### src/rtl/uart_receiver.sv
// UART receive path: oversampled start/data/parity/stop recovery with parity, framing and break flags.
// Build option RX_MAJORITY_VOTE_EN: each bit decided by a 3-sample majority around its centre.
module uart_receiver #(
    parameter int OVERSAMPLE  = 16,
    parameter int SYNC_STAGES = 2
) (
    input  logic       pclk,
    input  logic       urrst,
    input  logic       receive_edge,
    input  logic       uart_rxd,
    input  logic       loop,
    input  logic       loop_txd,
    input  logic [1:0] wls,
    input  logic       pen,
    input  logic       eps,
    input  logic       sp,
    output logic [7:0] rx_data,
    output logic       rx_valid,
    output logic       pe,
    output logic       fe,
    output logic       bi,
    output logic       rx_busy
);
    // state  | meaning
    // IDLE   | waiting for a 1->0 edge on the synced line
    // START  | qualifying the start bit at its centre
    // DATA   | collecting 5..8 data bits, LSB first
    // PARITY | capturing the parity bit
    // STOP   | sampling the first stop bit and reporting the frame
    typedef enum logic [2:0] {IDLE, START, DATA, PARITY, STOP} state_t;

    localparam int SC_W = $clog2(OVERSAMPLE);
    localparam logic [SC_W-1:0] SC_LAST = SC_W'(OVERSAMPLE - 1);
    localparam logic [SC_W-1:0] SC_HALF = SC_W'(OVERSAMPLE / 2 - 1);

`ifdef RX_MAJORITY_VOTE_EN
    // Decision lands one tick after the centre; sc keeps its phase across START->DATA.
    localparam logic [SC_W-1:0] START_V0   = SC_W'(OVERSAMPLE / 2 - 2);
    localparam logic [SC_W-1:0] START_V1   = SC_HALF;
    localparam logic [SC_W-1:0] START_DEC  = SC_W'(OVERSAMPLE / 2);
    localparam logic [SC_W-1:0] BIT_V0     = SC_W'(OVERSAMPLE - 2);
    localparam logic [SC_W-1:0] BIT_V1     = SC_LAST;
    localparam logic [SC_W-1:0] BIT_DEC    = '0;
    localparam logic [SC_W-1:0] START_EXIT = SC_W'(1);
`else
    localparam logic [SC_W-1:0] START_DEC  = SC_HALF;
    localparam logic [SC_W-1:0] BIT_DEC    = SC_LAST;
    localparam logic [SC_W-1:0] START_EXIT = '0;
`endif

    logic [SYNC_STAGES-1:0] sync_ff;
    logic                   line_raw;
    logic                   line_s;
    logic                   line_prev;
    state_t                 state;
    state_t                 state_next;
    logic [SC_W-1:0]        sc;
    logic [SC_W-1:0]        sc_next;
    logic [2:0]             bit_cnt;
    logic [2:0]             last_bit;
    logic [7:0]             data_sr;
    logic                   par_bit;
    logic                   bit_val;
    logic                   exp_par;
    logic                   start_ok;
    logic                   bit_load;
    logic                   par_load;
    logic                   frame_done;

    assign line_raw = loop ? loop_txd : uart_rxd;
    assign line_s   = sync_ff[SYNC_STAGES-1];
    assign last_bit = 3'd4 + {1'b0, wls};
    assign rx_busy  = (state != IDLE);

`ifdef RX_MAJORITY_VOTE_EN
    logic vote_a;
    logic vote_b;

    always_ff @(posedge pclk) begin
        if (urrst) begin
            vote_a <= 1'b1;
            vote_b <= 1'b1;
        end else if (receive_edge) begin
            if (sc == ((state == START) ? START_V0 : BIT_V0)) vote_a <= line_s;
            if (sc == ((state == START) ? START_V1 : BIT_V1)) vote_b <= line_s;
        end
    end

    assign bit_val = (vote_a & vote_b) | (vote_a & line_s) | (vote_b & line_s);
`else
    assign bit_val = line_s;
`endif

    always_comb begin
        case ({sp, eps})
            2'b00:   exp_par = ~^data_sr;
            2'b01:   exp_par = ^data_sr;
            2'b10:   exp_par = 1'b1;
            default: exp_par = 1'b0;
        endcase
    end

    always_ff @(posedge pclk) begin
        if (urrst) begin
            sync_ff   <= '1;
            line_prev <= 1'b1;
            state     <= IDLE;
            sc        <= '0;
        end else begin
            sync_ff <= {sync_ff[SYNC_STAGES-2:0], line_raw};
            state   <= state_next;
            sc      <= sc_next;
            if (receive_edge) line_prev <= line_s;
        end
    end

    always_comb begin
        state_next = state;
        sc_next    = sc;
        start_ok   = 1'b0;
        bit_load   = 1'b0;
        par_load   = 1'b0;
        frame_done = 1'b0;
        if (receive_edge) begin
            sc_next = sc + 1'b1;
            case (state)
                IDLE: begin
                    sc_next = '0;
                    if (line_prev && !line_s) state_next = START;
                end
                START: begin
                    if (sc == START_DEC) begin
                        if (bit_val) begin
                            state_next = IDLE;
                            sc_next    = '0;
                        end else begin
                            state_next = DATA;
                            sc_next    = START_EXIT;
                            start_ok   = 1'b1;
                        end
                    end
                end
                DATA: begin
                    if (sc == BIT_DEC) begin
                        bit_load = 1'b1;
                        // >= keeps a mid-frame wls change from running past 8 bits
                        if (bit_cnt >= last_bit) state_next = pen ? PARITY : STOP;
                    end
                end
                PARITY: begin
                    if (sc == BIT_DEC) begin
                        par_load   = 1'b1;
                        state_next = STOP;
                    end
                end
                STOP: begin
                    if (sc == BIT_DEC) begin
                        frame_done = 1'b1;
                        state_next = IDLE;
                        sc_next    = '0;
                    end
                end
                default: begin
                    state_next = IDLE;
                    sc_next    = '0;
                end
            endcase
        end
    end

    always_ff @(posedge pclk) begin
        if (urrst) begin
            bit_cnt  <= '0;
            data_sr  <= '0;
            par_bit  <= 1'b0;
            rx_valid <= 1'b0;
            rx_data  <= '0;
            pe       <= 1'b0;
            fe       <= 1'b0;
            bi       <= 1'b0;
        end else begin
            rx_valid <= 1'b0;
            if (start_ok) begin
                bit_cnt <= '0;
                data_sr <= '0;
            end
            if (bit_load) begin
                data_sr[bit_cnt] <= bit_val;
                bit_cnt          <= bit_cnt + 1'b1;
            end
            if (par_load) par_bit <= bit_val;
            if (frame_done) begin
                rx_valid <= 1'b1;
                rx_data  <= data_sr;
                fe       <= ~bit_val;
                pe       <= pen & (par_bit != exp_par);
                bi       <= (data_sr == 8'h00) & (~pen | ~par_bit) & ~bit_val;
            end
        end
    end

endmodule

### config.mk
export PLATFORM = sky130hd
export DESIGN_NAME = uart_receiver
export DESIGN_NICKNAME = d
export VERILOG_FILES = /design/src/rtl/uart_receiver.sv
export SDC_FILE = /design/constraint.sdc
export NUM_CORES = 1
export LEC_CHECK = 0
export CORE_MARGIN = 10
export CORE_UTILIZATION = 35
export CTS_CLUSTER_DIAMETER = 150
export CTS_CLUSTER_SIZE = 12
export DETAILED_ROUTE_END_ITERATION = 7
export GPL_ROUTABILITY_DRIVEN = 0
export HOLD_SLACK_MARGIN = 0.05
export PLACE_DENSITY = 0.58
export SETUP_SLACK_MARGIN = 0.3
export SYNTH_ARGS = -nofsm -noshare
export SYNTH_HDL_FRONTEND = slang
export SYNTH_SLANG_ARGS = --single-unit
### constraint.sdc
create_clock -name pclk -period 2.1 [get_ports pclk]
set_input_delay 0.42 -clock pclk [delete_from_list [all_inputs] [get_ports pclk]]
set_output_delay 0.42 -clock pclk [all_outputs]
set_load 0.01 [all_outputs]
==> results.json <==
{
  "drv_slew": 0,
  "clk_pin_slew_ns": 0.07,
  "post-route-cell-area_um2": 2417,
  "p_leak_uw": 0.0008319,
  "grt_max_degree": 31,
  "grtUsageTotal_pct": 10.08,
  "die_y_um": 91.92,
  "yosysSeqAreaShare_pct": 37.60,
  "port_buffers": 23,
  "die-area_um2": 8449,
  "clock_skew_ns": 0.008447,
  "fin_nets": 275,
  "critPathSlowestCell": "or4b_4",
  "post_drt_wl_per_cell_um": 13.18,
  "cp.required_ns": 2.27,
  "cts_buffers": 5,
  "antennaDiodeCount": 0,
  "numClockSinks": 34,
  "grt_pass1_vias": 1516,
  "netlist_instances": 225,
  "vdd_drop_max_mv": 0.2839,
  "worstMarginPinSlew_ns": 0.5407,
  "synth_async_sr_flop_share_pct": 0,
  "clockRootBuffer": "clkbuf_8",
  "synth_top_flop_cell": "dfxtp_1",
  "drt_iter0_markers": 105,
  "n_fill_cell": 502,
  "synth_top_cell_area_share_pct": 37.60,
  "cts_tree": "yes",
  "dp_cells": 315,
  "syn-cell-area_um2": 1810,
  "arrival_ns": 1.92,
  "cp-endpoint": "data_sr[1]",
  "cp.depth": 4,
  "final-instance-count-excl-fill": 327,
  "critPathKind": "reg2reg",
  "period_share_pct": 82.97,
  "rr_startpoint": "state[0]",
  "syn_avg_cell_area_um2": 8.047,
  "fmax_mhz": 573.9,
  "path_cells": "or3b_4 -> or4b_4 -> o311ai_1 -> a21oi_1",
  "core_um2": 5075,
  "fin_ws_ns": 0.3576,
  "period_needed_ns": 1.742,
  "p_per_area_nw_per_um2": 611.0,
  "cpLargestDelayFamily": "simple AND/OR/NAND/NOR gates",
  "firstDrtPassIters": 4,
  "max_cap_viol_count": 0,
  "place_area_um2": 2173,
  "pre_cts_ws_ns": -0.1175,
  "cp_max_fo": 6,
  "synthTopCellsByArea": "dfxtp_1 38%, a21oi_1 6.9%, nand2_1 6.2%, ha_1 5.5%, inv_1 3.3%",
  "layout-drive-gt1-share_pct": 17.51,
  "slew_headroom_pct": 63.90,
  "die_w_um": 91.92,
  "status": "complete, no violations",
  "tns_ns": 0,
  "syn2layout_area_growth_pct": 33.52,
  "max_stage_delay_ns": 0.60,
  "synthesis.nets": 244,
  "initial_core_util_pct": 35.68,
  "ioPinCount": 24,
  "synth_cell_type_count": 43,
  "regArea_um2": 688.2,
  "clk_latency_ns": 0.29,
  "via_per_inst": 5.125,
  "multiInputGateArea_um2": 1075,
  "grt-ovfl-total": 0,
  "grt_pass1_wl_um": 7134,
  "hp-class": "reg2reg",
  "end_kind": "flip-flop",
  "worst-path-buf-inv": 0,
  "synth_edf_count": 0,
  "worst_setup_path_start_kind": "flip-flop",
  "dp_hpwl_um": 3018,
  "r2r_cells": 4,
  "startpoint": "state[0]",
  "hold_viol": 0,
  "cts.path.max_buffers": 2,
  "r2r_slack_ns": 0.36,
  "yosys.area.top_type": "dfxtp_1",
  "ys_ff_latch": 34,
  "num_vias": 1676,
  "setup_viol": 0,
  "num_rows": 26,
  "htreeDepth": 2,
  "reg2reg_to": "data_sr[1]",
  "routed_wl_um": 4310,
  "rsz0062_at_grt": "true",
  "drtAntennaViolNets": 0,
  "yosysWarnings": 0,
  "drc": 0,
  "antenna_found_initial": 0
}
==> area by class of cell <==
| type | count | area share [%] |
|---|---|---|
| multi-input cells | 160 | 44.46 |
| flip-flops and latches | 34 | 28.47 |
| repair buffers | 38 | 15.11 |
| well taps | 70 | 3.623 |
| clock buffers | 5 | 2.847 |
| clock inverters | 3 | 2.847 |
| inverters | 17 | 2.640 |
==> cell families after synthesis <==
family,Yosys count,synth area share (%)
AND/OR/NAND/NOR,87,26.33
AO/OA/AOI/OAI,55,18.66
flip-flops,34,37.59
buffers and inverters,32,7.394
adder cells (fa/ha/maj),8,5.529
XOR/XNOR,7,3.386
multiplexers,2,1.106
==> how the worst min path moves through the flow <==
stage	from	endpoint	depth (start not counted)
after floorplan	sync_ff[0]	sync_ff[1]	1
after global placement	sync_ff[0]	sync_ff[1]	1
after detailed placement	sync_ff[0]	sync_ff[1]	1
after CTS	sync_ff[0]	sync_ff[1]	1
after global routing	sync_ff[0]	sync_ff[1]	1
final	sync_ff[0]	sync_ff[1]	1
==> registers in the layout, summed over array words and instances (netlist names), 2 cells and up <==
register and cells:
sync_ff 2, state 3, sc 4, rx_data 8, data_sr 8, bit_cnt 3
==> worst reg2reg max path, delay by kind of cell (launching register included) <==
family	cells	cell delay [ns]
flip-flops	1	0.39
AO/OA/AOI/OAI	2	0.22
AND/OR/NAND/NOR	2	1.03
==> layout by cell type, fill, tap and decap left out, drive strengths merged, types with 6 or more instances in the layout <==
cell type / synthesis / routed
nand4: 8 / 8
clkdlybuf4s50: 0 / 21
nand2: 30 / 30
nor3: 6 / 6
nand3: 10 / 10
a21oi: 25 / 25
dfxtp: 34 / 34
inv: 17 / 17
buf: 6 / 15
nor2: 8 / 8
ha: 8 / 8
o21ai: 9 / 9
==> layer usage <==
layer / wire, um / track usage, % / share of wire (%)
met5: 0 / 0 / 0
met4: 59 / 3.856 / 1.4
met3: 269 / 3.586 / 6.2
met2: 1751 / 14.12 / 41
met1: 2230 / 13.72 / 52
==> synth_stat cells, types with 2 or more instances <==
cell type	number
nor3_2	2
nor2_1	8
mux2i_1	2
or3b_1	4
xor2_1	3
o21ai_0	9
dfxtp_1	34
nand4b_1	2
nand4_1	8
xnor2_1	4
o31ai_1	3
ha_1	8
nand2_1	30
buf_2	5
o211ai_1	4
nor3b_1	3
or3_1	2
o21a_1	3
a31oi_1	2
a21oi_1	25
inv_1	16
nand3_1	10
nor3_1	4
o311ai_1	4
nor2b_1	3
a211o_1	2
clkbuf_1	9
==> where the power goes <==
part           total (uW)  internal (uW)  switching (uW)
Sequential            657            649            8.33
Combinational        87.3           46.5            40.8
Clock                 733            476             257
Total                1480           1170             306
==> through the flow <==
stage	hold WS [ns]	power (uW)	util (%)
finish	0.4140	1477	47.63
detailed placement	0.4013	754.3	42.83
floorplan	0.3895	712.1	-
CTS	0.4189	1493	46.30
global route	0.4353	1537	47.63
global placement	0.3916	753.6	42.83
==> repair_timing <==
action,CTS,global route
pin swaps,4,1
setup buffers,1,2
gates cloned,0,1
setup endpoints to repair,8,14
gates resized for setup,12,11
hold buffers,0,0
Power figures use the tool's default switching activity.
==> edit: new RTL, same settings <==
The option `RX_MAJORITY_VOTE_EN` is turned on by a define.
--- a/src/rtl/uart_receiver.sv
+++ b/src/rtl/uart_receiver.sv
@@ -1,5 +1,7 @@
 // UART receive path: oversampled start/data/parity/stop recovery with parity, framing and break flags.
 // Build option RX_MAJORITY_VOTE_EN: each bit decided by a 3-sample majority around its centre.
+`define RX_MAJORITY_VOTE_EN
+
 module uart_receiver #(
     parameter int OVERSAMPLE  = 16,
     parameter int SYNC_STAGES = 2
Function: no difference found for any inputs over 10 cycles, from zero or initial values and one cycle with urrst high; that may be too few to reach the edited logic, so the function may still have changed.
==> edit against the unedited design <==
  * Setup slack worse by 0.058 ns
  * Sequential cell count is 2 higher
  * Utilization is 0.75 points lower
  * Count of clock-buffer cells in the layout is 1 higher
  * Routed wire length is 16% higher
  * Global-route usage is 1.0 points higher
  * Sequential share of layout area is 0.33 points higher
  * Synthesized area is 7.0% higher
  * Synthesized cell count is 2.7% higher
  * Final area is 5.5% higher
  * Highest routed layer unchanged
Power is not compared: it rests on default switching activity, and its combinational part moved more than twofold at a synthesized area within 25%.
==> edit: results <==
{
  "p_leak_nw": 0.923,
  "reg_top3": "data_sr (8), rx_data (8), sc (4)",
  "ys_types": 49,
  "slowest_delay_ns": 0.56,
  "grt_pass1_vias": 1673,
  "clk_latency_ns": 0.29,
  "htree_levels": 2,
  "dp_cells": 329,
  "yosysWarnings": 0,
  "ys_top_cells_by_area": "dfxtp_1 (37%), ha_1 (6.5%), a21oi_1 (5.7%)",
  "vias_per_cell": 5.13,
  "syn_nets": 252,
  "ctsResizeCount": 10,
  "drtIter0Drc": 97,
  "min_path_type": "reg2reg",
  "power.switching_mw": 0.452,
  "firstDrtPassIters": 5,
  "max_cap_viol_count": 0,
  "post-place-ws_ns": 0.00869,
  "n_antenna_cell": 0,
  "synth_common_cells": "dfxtp_1 (36), nand2_1 (28), a21oi_1 (22)",
  "grt_max_degree": 14,
  "syn_inst": 231,
  "cp_max_fo": 5,
  "status": "complete, no violations",
  "port_buffers": 23,
  "drt_wl_total_mm": 4.99,
  "tightest_slew_ns": 0.480,
  "clkTransAtPathRegs_ns": 0.08,
  "placed_cell_area_sq_um": 2340,
  "cts_setup_buffers": 0,
  "numCtsBuffers": 5,
  "grt_pass1_wl_mm": 8.12,
  "nets": 290,
  "drive_gt1_share_pct": 20.0,
  "peakVddDrop_uv": 280,
  "cp_data_arrival_time_ns": 1.98,
  "skew_ns": 0.00616,
  "groute.usage.overall_pct": 11.1,
  "critical-path-slowest-cell": "or4_4",
  "cts-root-buf": "clkbuf_8",
  "wl_per_cell_um": 14.6,
  "async_reset_ff_share_pct": 0,
  "cts_max_path_buffers": 2,
  "antenna_found_initial": 0,
  "yosysSeqAreaShare_pct": 37.2,
  "hpwl_mm": 3.53
}
## edit: power by group through the flow
stage          registers, mW  clock network (mW)  logic [mW]
3_3_place_gp           0.741                   0       0.265
3_5_place_dp           0.741                   0       0.264
4_1_cts                0.726               0.626       0.273
6_report               0.729               0.613       0.312
2_1_floorplan          0.732                   0       0.177
5_1_grt                0.731               0.654       0.343
## edit: path summary, 6_finish.rpt
kind / start / endpoint / slack (ns) / depth (start not counted)
worst max register to register: sc[0] / state[1] / 0.30 / 6
worst min-delay path: sync_ff[0] / sync_ff[1] / 0.43 / 1
worst max-delay path: sc[0] / state[1] / 0.30 / 6
worst min register to register: sync_ff[0] / sync_ff[1] / 0.43 / 1
## edit: cell families after synthesis
logic type | after synthesis | synth area share, %
compound gates | 53 | 18.3
buf+inv | 28 | 5.62
mux | 5 | 2.58
flops | 36 | 37.2
fa+ha+maj | 11 | 6.98
xor+xnor | 6 | 2.71
simple gates | 92 | 26.6
## edit: worst max-delay path, delay by kind of cell (launching register included)
family          cells  cell delay (ns)
simple gates        2             0.74
flops               1             0.37
compound gates      2             0.37
fa+ha+maj           1             0.14
buf+inv             1             0.06
## edit: cell type report
class / count / area (sq um)
Fill cell: 537 / 2890
Multi-Input combinational cell: 167 / 1180
Sequential cell: 36 / 734
Timing Repair Buffer: 41 / 363
Tap cell: 72 / 90.1
Clock buffer: 6 / 72.6
Inverter: 18 / 70.1
Clock inverter: 2 / 35.0
## edit: per-layer routing
layer | global-route usage (%) | share of wire (%)
met1 | 14.6 | 49
met2 | 17.4 | 45
met3 | 2.93 | 4.2
met4 | 3.42 | 1.3
met5 | 0 | 0
